==> src/rtl/pipeline_sequencer_pkg.sv <==
// rtl/pipeline_sequencer_pkg.sv - shared sequencer types and constants (package core_pkg)
package core_pkg;

    // Width of the per-state wait counter; bounds every latency parameter to 1..15.
    localparam int SEQ_CNT_W = 4;

    typedef enum logic [2:0] {
        IDLE   = 3'd0,
        FETCH  = 3'd1,
        DECODE = 3'd2,
        EXEC   = 3'd3,
        MEM    = 3'd4,
        UART   = 3'd5,
        WB     = 3'd6
    } seq_state_t;

endpackage

==> src/rtl/pipeline_sequencer_if.sv <==
// rtl/pipeline_sequencer_if.sv - decode flags, UART handshakes and stage strobes of the sequencer
interface pipeline_sequencer_if;

    logic run;
    logic MemRead;
    logic MemWrite;
    logic UARTtoReg;
    logic RegtoUART;
    logic RegWrite;
    logic uart_rx_valid;
    logic uart_tx_ready;

    logic fetch_en;
    logic inst_enable;
    logic exec_en;
    logic mem_en;
    logic uart_rd_req;
    logic uart_wr_req;
    logic reg_we;
    logic pc_we;
    logic retire;
    logic busy;

    // Core/datapath side: drives run, decode flags and UART status, observes strobes.
    modport master (
        output run, MemRead, MemWrite, UARTtoReg, RegtoUART, RegWrite,
        output uart_rx_valid, uart_tx_ready,
        input  fetch_en, inst_enable, exec_en, mem_en, uart_rd_req, uart_wr_req,
        input  reg_we, pc_we, retire, busy
    );

    // Sequencer side.
    modport slave (
        input  run, MemRead, MemWrite, UARTtoReg, RegtoUART, RegWrite,
        input  uart_rx_valid, uart_tx_ready,
        output fetch_en, inst_enable, exec_en, mem_en, uart_rd_req, uart_wr_req,
        output reg_we, pc_we, retire, busy
    );

endinterface

==> src/rtl/pipeline_sequencer_perf.sv <==
// rtl/pipeline_sequencer_perf.sv - busy-cycle and retire counters (built with PIPELINE_SEQUENCER_PERF_EN)
`ifdef PIPELINE_SEQUENCER_PERF_EN
module perf_counters (
    input  logic        clk,
    input  logic        rst_n,
    input  logic        busy_i,
    input  logic        retire_i,
    output logic [31:0] cycle_count_o,
    output logic [31:0] retire_count_o
);

    logic [31:0] cycle_q;
    logic [31:0] retire_q;

    // Count busy cycles and retired instructions; both wrap modulo 2^32.
    always_ff @(posedge clk or negedge rst_n) begin
        if (!rst_n) begin
            cycle_q  <= '0;
            retire_q <= '0;
        end else begin
            if (busy_i) begin
                cycle_q <= cycle_q + 32'd1;
            end
            if (retire_i) begin
                retire_q <= retire_q + 32'd1;
            end
        end
    end

    assign cycle_count_o  = cycle_q;
    assign retire_count_o = retire_q;

endmodule
`endif

==> src/rtl/pipeline_sequencer.sv <==
// rtl/pipeline_sequencer.sv - multi-cycle fetch/decode/exec/mem-uart/wb control FSM; PIPELINE_SEQUENCER_PERF_EN adds perf counters
module pipeline_sequencer
    import core_pkg::*;
#(
    parameter int IMEM_LATENCY  = 1,
    parameter int DECODE_CYCLES = 3,
    parameter int MEM_LATENCY   = 2
) (
    input  logic                 CLK,
    input  logic                 reset,
    pipeline_sequencer_if.slave  bus
`ifdef PIPELINE_SEQUENCER_PERF_EN
    ,
    output logic [31:0]          cycle_count,
    output logic [31:0]          retire_count
`endif
);

    // The wait counter is 4 bits, so every latency must fit in 1..15.
    if (IMEM_LATENCY < 1 || IMEM_LATENCY > 15) begin : g_bad_imem
        $error("IMEM_LATENCY must be in 1..15");
    end
    if (DECODE_CYCLES < 1 || DECODE_CYCLES > 15) begin : g_bad_decode
        $error("DECODE_CYCLES must be in 1..15");
    end
    if (MEM_LATENCY < 1 || MEM_LATENCY > 15) begin : g_bad_mem
        $error("MEM_LATENCY must be in 1..15");
    end

    localparam logic [SEQ_CNT_W-1:0] IMEM_LAST = SEQ_CNT_W'(IMEM_LATENCY - 1);
    localparam logic [SEQ_CNT_W-1:0] DEC_LAST  = SEQ_CNT_W'(DECODE_CYCLES - 1);
    localparam logic [SEQ_CNT_W-1:0] MEM_LAST  = SEQ_CNT_W'(MEM_LATENCY - 1);
    localparam logic DIR_RD = 1'b0;
    localparam logic DIR_WR = 1'b1;

    seq_state_t           state_q, state_d;
    logic [SEQ_CNT_W-1:0] cnt_q, cnt_d;
    logic                 dir_q, dir_d;
    logic                 rw_q, rw_d;

    logic fetch_en_q, inst_enable_q, exec_en_q, mem_en_q;
    logic uart_rd_req_q, uart_wr_req_q, reg_we_q, pc_we_q, retire_q, busy_q;

    // Next-state selection; the counter only advances in the fixed-latency states.
    always_comb begin
        state_d = state_q;
        cnt_d   = cnt_q;
        dir_d   = dir_q;
        rw_d    = rw_q;
        case (state_q)
            IDLE: begin
                if (bus.run) state_d = FETCH;
            end
            FETCH: begin
                cnt_d = cnt_q + 4'd1;
                if (cnt_q == IMEM_LAST) state_d = DECODE;
            end
            DECODE: begin
                cnt_d = cnt_q + 4'd1;
                if (cnt_q == DEC_LAST) state_d = EXEC;
            end
            EXEC: begin
                rw_d = bus.RegWrite;
                if (bus.MemRead || bus.MemWrite) begin
                    state_d = MEM;
                end else if (bus.UARTtoReg) begin
                    state_d = UART;
                    dir_d   = DIR_RD;
                end else if (bus.RegtoUART) begin
                    state_d = UART;
                    dir_d   = DIR_WR;
                end else begin
                    state_d = WB;
                end
            end
            MEM: begin
                cnt_d = cnt_q + 4'd1;
                if (cnt_q == MEM_LAST) state_d = WB;
            end
            UART: begin
                if ((dir_q == DIR_RD) ? bus.uart_rx_valid : bus.uart_tx_ready) state_d = WB;
            end
            WB: begin
                state_d = bus.run ? FETCH : IDLE;
            end
            default: begin
                state_d = IDLE;
            end
        endcase
        if (state_d != state_q) cnt_d = '0;
    end

    // State register plus Moore strobes registered from the upcoming state so they align with it.
    always_ff @(posedge CLK or negedge reset) begin
        if (!reset) begin
            state_q       <= IDLE;
            cnt_q         <= '0;
            dir_q         <= DIR_RD;
            rw_q          <= 1'b0;
            fetch_en_q    <= 1'b0;
            inst_enable_q <= 1'b0;
            exec_en_q     <= 1'b0;
            mem_en_q      <= 1'b0;
            uart_rd_req_q <= 1'b0;
            uart_wr_req_q <= 1'b0;
            reg_we_q      <= 1'b0;
            pc_we_q       <= 1'b0;
            retire_q      <= 1'b0;
            busy_q        <= 1'b0;
        end else begin
            state_q       <= state_d;
            cnt_q         <= cnt_d;
            dir_q         <= dir_d;
            rw_q          <= rw_d;
            fetch_en_q    <= (state_d == FETCH);
            inst_enable_q <= (state_d == DECODE) && (state_q != DECODE);
            exec_en_q     <= (state_d == EXEC);
            mem_en_q      <= (state_d == MEM);
            uart_rd_req_q <= (state_d == UART) && (dir_d == DIR_RD);
            uart_wr_req_q <= (state_d == UART) && (dir_d == DIR_WR);
            reg_we_q      <= (state_d == WB) && rw_d;
            pc_we_q       <= (state_d == WB);
            retire_q      <= (state_d == WB);
            busy_q        <= (state_d != IDLE);
        end
    end

    assign bus.fetch_en    = fetch_en_q;
    assign bus.inst_enable = inst_enable_q;
    assign bus.exec_en     = exec_en_q;
    assign bus.mem_en      = mem_en_q;
    assign bus.uart_rd_req = uart_rd_req_q;
    assign bus.uart_wr_req = uart_wr_req_q;
    assign bus.reg_we      = reg_we_q;
    assign bus.pc_we       = pc_we_q;
    assign bus.retire      = retire_q;
    assign bus.busy        = busy_q;

`ifdef PIPELINE_SEQUENCER_PERF_EN
    perf_counters u_perf (
        .clk            (CLK),
        .rst_n          (reset),
        .busy_i         (busy_q),
        .retire_i       (retire_q),
        .cycle_count_o  (cycle_count),
        .retire_count_o (retire_count)
    );
`endif

endmodule

==> src/flat_wrapper.sv <==
// flat-port wrapper written by rule: the top's interface ports become plain ports
module pipeline_sequencer_flat import core_pkg::*;
#(
    parameter int IMEM_LATENCY  = 1,
    parameter int DECODE_CYCLES = 3,
    parameter int MEM_LATENCY   = 2
)
  (CLK, reset, bus_run, bus_MemRead, bus_MemWrite, bus_UARTtoReg, bus_RegtoUART, bus_RegWrite, bus_uart_rx_valid, bus_uart_tx_ready, bus_fetch_en, bus_inst_enable, bus_exec_en, bus_mem_en, bus_uart_rd_req, bus_uart_wr_req, bus_reg_we, bus_pc_we, bus_retire, bus_busy);
  pipeline_sequencer_if bus_i ();
  input  logic CLK;
  input  logic reset;
  input wire logic [$bits(bus_i.run)-1:0] bus_run;
  input wire logic [$bits(bus_i.MemRead)-1:0] bus_MemRead;
  input wire logic [$bits(bus_i.MemWrite)-1:0] bus_MemWrite;
  input wire logic [$bits(bus_i.UARTtoReg)-1:0] bus_UARTtoReg;
  input wire logic [$bits(bus_i.RegtoUART)-1:0] bus_RegtoUART;
  input wire logic [$bits(bus_i.RegWrite)-1:0] bus_RegWrite;
  input wire logic [$bits(bus_i.uart_rx_valid)-1:0] bus_uart_rx_valid;
  input wire logic [$bits(bus_i.uart_tx_ready)-1:0] bus_uart_tx_ready;
  output wire logic [$bits(bus_i.fetch_en)-1:0] bus_fetch_en;
  output wire logic [$bits(bus_i.inst_enable)-1:0] bus_inst_enable;
  output wire logic [$bits(bus_i.exec_en)-1:0] bus_exec_en;
  output wire logic [$bits(bus_i.mem_en)-1:0] bus_mem_en;
  output wire logic [$bits(bus_i.uart_rd_req)-1:0] bus_uart_rd_req;
  output wire logic [$bits(bus_i.uart_wr_req)-1:0] bus_uart_wr_req;
  output wire logic [$bits(bus_i.reg_we)-1:0] bus_reg_we;
  output wire logic [$bits(bus_i.pc_we)-1:0] bus_pc_we;
  output wire logic [$bits(bus_i.retire)-1:0] bus_retire;
  output wire logic [$bits(bus_i.busy)-1:0] bus_busy;
  assign bus_i.run = bus_run;
  assign bus_i.MemRead = bus_MemRead;
  assign bus_i.MemWrite = bus_MemWrite;
  assign bus_i.UARTtoReg = bus_UARTtoReg;
  assign bus_i.RegtoUART = bus_RegtoUART;
  assign bus_i.RegWrite = bus_RegWrite;
  assign bus_i.uart_rx_valid = bus_uart_rx_valid;
  assign bus_i.uart_tx_ready = bus_uart_tx_ready;
  assign bus_fetch_en = bus_i.fetch_en;
  assign bus_inst_enable = bus_i.inst_enable;
  assign bus_exec_en = bus_i.exec_en;
  assign bus_mem_en = bus_i.mem_en;
  assign bus_uart_rd_req = bus_i.uart_rd_req;
  assign bus_uart_wr_req = bus_i.uart_wr_req;
  assign bus_reg_we = bus_i.reg_we;
  assign bus_pc_we = bus_i.pc_we;
  assign bus_retire = bus_i.retire;
  assign bus_busy = bus_i.busy;
  pipeline_sequencer #(.IMEM_LATENCY(IMEM_LATENCY), .DECODE_CYCLES(DECODE_CYCLES), .MEM_LATENCY(MEM_LATENCY)) u_core (.CLK(CLK), .reset(reset), .bus(bus_i));
endmodule
==> config.mk <==
export PLATFORM = sky130hd
export DESIGN_NAME = pipeline_sequencer_flat
export DESIGN_NICKNAME = d
export VERILOG_FILES = /design/src/rtl/pipeline_sequencer_pkg.sv /design/src/rtl/pipeline_sequencer_if.sv /design/src/rtl/pipeline_sequencer_perf.sv /design/src/rtl/pipeline_sequencer.sv /design/src/flat_wrapper.sv
export SDC_FILE = /design/constraint.sdc
export NUM_CORES = 1
export LEC_CHECK = 0
export CAP_MARGIN = 20
export CELL_PAD_IN_SITES_DETAIL_PLACEMENT = 1
export CELL_PAD_IN_SITES_GLOBAL_PLACEMENT = 2
export CORE_ASPECT_RATIO = 1.5
export CORE_MARGIN = 2
export CORE_UTILIZATION = 31
export DETAILED_ROUTE_END_ITERATION = 6
export GPL_TIMING_DRIVEN = 0
export PLACE_DENSITY = 0.76
export REMOVE_ABC_BUFFERS = 1
export SKIP_LAST_GASP = 1
export SYNTH_ARGS = -nofsm -noshare
export SYNTH_HDL_FRONTEND = slang
export SYNTH_SLANG_ARGS = --single-unit
==> constraint.sdc <==
create_clock -name CLK -period 2.1 [get_ports CLK]
set_input_delay 0.42 -clock CLK [delete_from_list [all_inputs] [get_ports CLK]]
set_output_delay 0.42 -clock CLK [all_outputs]
set_load 0.02 [all_outputs]
Word level (Yosys, flattened, before mapping)
Cells that the tools add are included.
- register bits: 18
- bits in latches: 0
- RAM bits: 0
- ROM bits: 0
- bits of input ports: 10
- output and inout port bits: 10
- logic and storage cells: 59
- memories kept: 0
- add/subtract/negate cells: 1
- $mul: 0
- divide/modulo/power cells: 0
- $lt $le $gt $ge: 0
- equality and inequality tests: 16
- shifts and indexed selects: 0
- mux-type cells: 18
- bitwise logic cells: 1
- reduce and logical (&&, ||, !) cells: 10
- operator list (kind ; count):
    3-bit two-way mux ; 7
    3-bit case mux with 7 select lines ; 1
    3-bit equality test (second input constant) ; 6
    3-bit by 2-bit equality test with 1-bit output (second input constant) ; 4
    4-bit two-way mux ; 2
    1-bit two-way mux ; 7
    3-bit by 1-bit equality test with 1-bit output (second input constant) ; 2
    4-bit by 1-bit adder with 4-bit output (second input constant) ; 1
    4-bit by 1-bit equality test with 1-bit output (second input constant) ; 1
    4-bit by 2-bit equality test with 1-bit output (second input constant) ; 1
    1-bit logical AND ; 4
    4-bit logical NOT ; 1
    3-bit logical NOT ; 1
    3-bit by 2-bit inequality test with 1-bit output (second input constant) ; 1
    3-bit inequality test ; 1
    3-bit nonzero test ; 1
    3-bit OR reduction ; 1
    2-bit two-way mux ; 1
    2-bit nonzero test ; 1
    1-bit logical OR ; 1
    1-bit inverter ; 1

Depth between registers and ports, before layout
- depth in word-level cells: 6
- mapped depth: 7
- depth with buffers taken out: 7

Worst setup path after synthesis
Ideal clock, no wire load.
- path kind: register -> register
- start: register u_core.cnt_q[0]
- end: register u_core.uart_wr_req_q, in the netlist u_core.bus.uart_wr_req
- library setup time: 0.080 ns
- arrival: 1.538 ns
- data required time: 2.020 ns
- slack: 0.482 ns
- cell stages (with the launch flop): 8
- path buffers: 0
- cell sequence: dfrtp_1 -> inv_1 -> ha_1 -> and2b_1 -> a221oi_2 -> nor3_2 -> or2_4 -> nor3b_2
- cells in the longest elaborated chain, start to end: 5
- elaborated cells between the ends (all ways): 9
- RTL lines (item ; line ; RTL):
    start, declared ; pipeline_sequencer.sv:37 ; logic [SEQ_CNT_W-1:0] cnt_q, cnt_d;
    start signal, assigned ; pipeline_sequencer.sv:112 ; cnt_q <= cnt_d;
    4-bit by 1-bit equality test with 1-bit output, or another cell as far along ; pipeline_sequencer.sv:78 ; if (cnt_q == MEM_LAST) state_d = WB;
    3-bit two-way mux, on equally long branches ; pipeline_sequencer.sv:78, pipeline_sequencer.sv:56, pipeline_sequencer.sv:60 ;
    3-bit case mux with 7 select lines (*) ; pipeline_sequencer.sv:50 ; case (state_q)
    3-bit equality test (*) ; pipeline_sequencer.sv:120 ; uart_wr_req_q <= (state_d == UART) && (dir_d == DIR_WR);
    1-bit logical AND (*) ; pipeline_sequencer.sv:120 ;
    end signal, assigned ; pipeline_sequencer.sv:120 ;
    end, declared ; pipeline_sequencer.sv:42 ; logic uart_rd_req_q, uart_wr_req_q, reg_we_q, pc_we_q, retire_q, busy_q;
Every way passes the cells marked *; elsewhere a longest branch is shown, timed or not.
A chain may end at the register's enable or synchronous reset.

Worst setup path in the final report
- start: register u_core.cnt_q[0]
- end: register u_core.busy_q, in the netlist u_core.bus.busy
- cells in the longest elaborated chain, start to end: 4
- elaborated cells between the ends (all ways): 8
- RTL lines (item ; line ; RTL):
    4-bit by 1-bit equality test with 1-bit output, or another cell as far along ; pipeline_sequencer.sv:78 ;
    3-bit two-way mux, on equally long branches ; pipeline_sequencer.sv:78, pipeline_sequencer.sv:56, pipeline_sequencer.sv:60 ;
    3-bit case mux with 7 select lines (*) ; pipeline_sequencer.sv:50 ;
    via u_core.state_d[0] ; pipeline_sequencer.sv:36 ; seq_state_t state_q, state_d;
    3-bit nonzero test (*) ; pipeline_sequencer.sv:124 ; busy_q <= (state_d != IDLE);
    end signal, assigned ; pipeline_sequencer.sv:124 ;
    end, declared ; pipeline_sequencer.sv:42 ;
Mark *: on every way through the listed nets, which the timed path passes. The rest lies on a longest branch.

==> out/summary.md <==
## Run status
• outcome: finished clean

## Timing
• Worst-Margin Slew: 0.8084 ns
• final setup skew: 0.0009213 ns
• final critical-path required period: 1.816 ns
• relative max-transition margin: 0.4594
• Setup TNS: 0 ns
• final hold violations: 0
• final worst-path cycle share: 0.8649
• setup repair after global routing missed its margin: false
• highest attainable clock frequency: 550.6 MHz
• smallest hold slack: 0.4989 ns
• # setup viols final: 0
• final slew viol count: 0

## Pwr
• power per cell area: 1457 nW/µm²
• worst IR drop on VDD: 483.1 µV
• Static Leak: 0.5313 nW

## Critical path
• Arrival @ worst endpoint: 1.95 ns
• capturing point of the worst reg2reg path: u_core.bus.busy
• Critical Path Slowest Stage Cell: sky130_fd_sc_hd__dfrtp_1
• CP peak stage delay: 0.44 ns
• critical register-to-register path startpoint: u_core.cnt_q[0]
• CP delay by family, top: simple AND/OR/NAND/NOR gates
• required time worst endpoint: 2.23 ns
• element type at the critical path start: flip-flop
• critical path buffer and inverter count: 2
• Worst Setup SP: u_core.cnt_q[0]
• worst-path fanout max: 5
• CP endpoint kind: flip-flop
• worst setup path class: reg2reg
• cell count of the worst reg-to-reg path: 7
• Cell Chain, Critical Path: inv_1, ha_1, and2b_1, a221oi_2, nor3_2, inv_2, or3_1
• worst-case register-to-register setup slack: 0.28 ns
• termination of the worst setup path: u_core.bus.busy
• Stages on worst setup path: 7

## Finish
• Final #Nets: 120
• most common library cell in the layout ignoring fill and taps: sky130_fd_sc_hd__clkdlybuf4s50_1
• antenna cell count: 0
• largest registers: u_core.cnt_q (4), u_core.state_q (3)
• ratio of cells with drive above 1 in the final layout: 0.1619
• multi-input gate area in the final layout: 455.4 µm²
• final non-filler cell total: 144
• Storage cell area: 450.4 µm²
• Largest register FFs: 4
• register with the highest flop count: u_core.cnt_q
• area growth from synthesis to layout: 26.66%
• most used cells in the layout excluding fill and tap cells: sky130_fd_sc_hd__clkdlybuf4s50_1 (19), sky130_fd_sc_hd__dfrtp_1 (18), sky130_fd_sc_hd__nor2_1 (8)
• Post-Route Utilization: 0.4141
• Layout fillers: 359

## Logic synthesis
• Netlist cell types: 42
• area leader, netlist: sky130_fd_sc_hd__dfrtp_1
• fraction of post-synthesis cell area in the top cell type by area: 0.4681
• mean instance size in the synthesized netlist: 11.19 µm²
• post-synthesis async set-or-reset flop share: 1.000
• top cells by area in the synthesized netlist: sky130_fd_sc_hd__dfrtp_1 (47%), sky130_fd_sc_hd__ha_1 (5.2%), sky130_fd_sc_hd__nor2_1 (3.1%)
• number of flops mapped to enable cells by yosys: 0
• Synth Flop Type: sky130_fd_sc_hd__dfrtp_1
• Cell Area, Synth: 962.2 µm²
• synthesized netlist cell count: 86
• sequential area share after synthesis: 0.4681
• count of synthesis-stage warnings from yosys: 0
• flops & latches, synth: 18

## CTS
• clock tree root driver cell: sky130_fd_sc_hd__clkbuf_8
• Clock Latency Late Sink: 0.25 ns
• depth of the CTS H-tree: 1
• clock buffers created by TritonCTS: 3
• CTS resizes: 0
• Max Root-Sink Buffers: 2
• clock sinks: 18
• clock tree from TritonCTS: built
• Worst-path clk slew: 0.07 ns
• CTS Hold Buffers Added: 0
• buffers inserted during post-CTS setup optimization: 0

## Drt
• per-cell via count in the routed design: 4.965
• top routing layer used: met4
• number of design-rule violations left by the first detailed-router iteration: 5
• Pre-Repair DR Iteration Count: 4
• average routed wire per standard cell: 14.67 µm
• total routed wirelength: 2112 µm
• Detail Route Antenna Nets: 0
• M1 wire length: 819 µm
• vias after detailed routing: 715
• routed wl met2: 1200 µm
• remaining routing DRC violations: 0
• met3 layer wire length in the routed design: 45 µm

## Global routing
• largest net degree at the start of global routing: 19
• wire length of the first global-routing pass: 3753 µm
• gr usage total: 0.1390
• number of global-route vias before repair: 784
• grt total ovfl: 0
• antenna violations before repair: 0

## Placement
• # port buffers: 19
• global placer's final weighted congestion: 0.7912
• final HPWL from detailed placement: 1667 µm
• total instance count after detailed placement: 140

## Floorplan
• height of the chip: 72.23 µm
• initial cell density of the core: 0.3270
• row count: 24
• die area: 3575 µm²
• number of top-level design ports: 20
• die extent in x: 49.49 µm
• area of the core: 2943 µm²

## Run
• maxcap violations: 0

## Worst hold path
• number of cells on the worst hold path: 1
• worst min path class: reg2reg

-- cell families (layout without fill, tap and decap cells) --
logic type,after synthesis,after routing,share of synthesized area
buffers and inverters,9,28,0.05850
DFF,18,18,0.4681
adders and majority gates,4,4,0.05202
AOI/OAI and AO/OA,10,10,0.09753
and+or+nand+nor,37,37,0.2445
xor gates and xnor gates,5,5,0.04552
muxes,3,3,0.03381
-- power by group --
part           leakage, nW  switching, mW  internal, mW
Clock               0.0288          0.115         0.166
Sequential           0.237          0.137         0.463
Combinational        0.265          0.460         0.434
Total                0.531          0.712          1.06
-- area by class of cell --
| type | instances | area share |
|---|---|---|
| Clock buffer | 4 | 0.04517 |
| Inverter | 5 | 0.01540 |
| Multi-Input combinational cell | 59 | 0.3737 |
| Sequential cell | 18 | 0.3696 |
| Tap cell | 39 | 0.04004 |
| Timing Repair Buffer | 19 | 0.1561 |
-- how the worst min path moves through the flow --
stage,startpoint,end
2_1_floorplan,reset,u_core.bus.busy
3_3_place_gp,u_core.rw_q,u_core.rw_q
3_5_place_dp,u_core.rw_q,u_core.rw_q
4_1_cts,u_core.rw_q,u_core.rw_q
5_1_grt,u_core.rw_q,u_core.rw_q
6_report,u_core.rw_q,u_core.rw_q
-- cell usage after synthesis (2+ instances only) --
master                     n
sky130_fd_sc_hd__dfrtp_1  18
sky130_fd_sc_hd__nor2_1    8
sky130_fd_sc_hd__ha_1      4
sky130_fd_sc_hd__inv_1     4
sky130_fd_sc_hd__nor2b_1   4
sky130_fd_sc_hd__xnor2_1   3
sky130_fd_sc_hd__a21oi_1   2
sky130_fd_sc_hd__and3_1    2
sky130_fd_sc_hd__buf_4     2
sky130_fd_sc_hd__buf_6     2
sky130_fd_sc_hd__mux2_2    2
sky130_fd_sc_hd__nand3_1   2
sky130_fd_sc_hd__nor3_1    2
sky130_fd_sc_hd__nor3_2    2
sky130_fd_sc_hd__xor2_1    2
-- metrics by stage --
step | area [µm²] | power [mW] | worst slack [ns]
after global placement | 1164 | 1.479 | 0.1324
final | 1219 | 1.776 | 0.2838
after CTS | 1219 | 1.814 | 0.2497
after global routing | 1219 | 1.932 | 0.1149
after floorplan | 924.6 | 1.217 | 0.4822
after detailed placement | 1164 | 1.523 | 0.09488
-- worst register-to-register path: stages (launching register included) --
cell                       delay, ns
sky130_fd_sc_hd__dfrtp_1        0.44
sky130_fd_sc_hd__inv_1          0.15
sky130_fd_sc_hd__ha_1           0.22
sky130_fd_sc_hd__and2b_1        0.17
sky130_fd_sc_hd__a221oi_2       0.07
sky130_fd_sc_hd__nor3_2         0.27
sky130_fd_sc_hd__inv_2          0.07
sky130_fd_sc_hd__or3_1          0.32
-- per-layer routing --
layer / up-vias / track usage
met5: - / 0
met4: 0 / 0.08333
met3: 4 / 0.01852
met2: 14 / 0.2613
met1: 360 / 0.1447
li1: 337 / -
No activity file was read; power rests on OpenSTA's default activity.
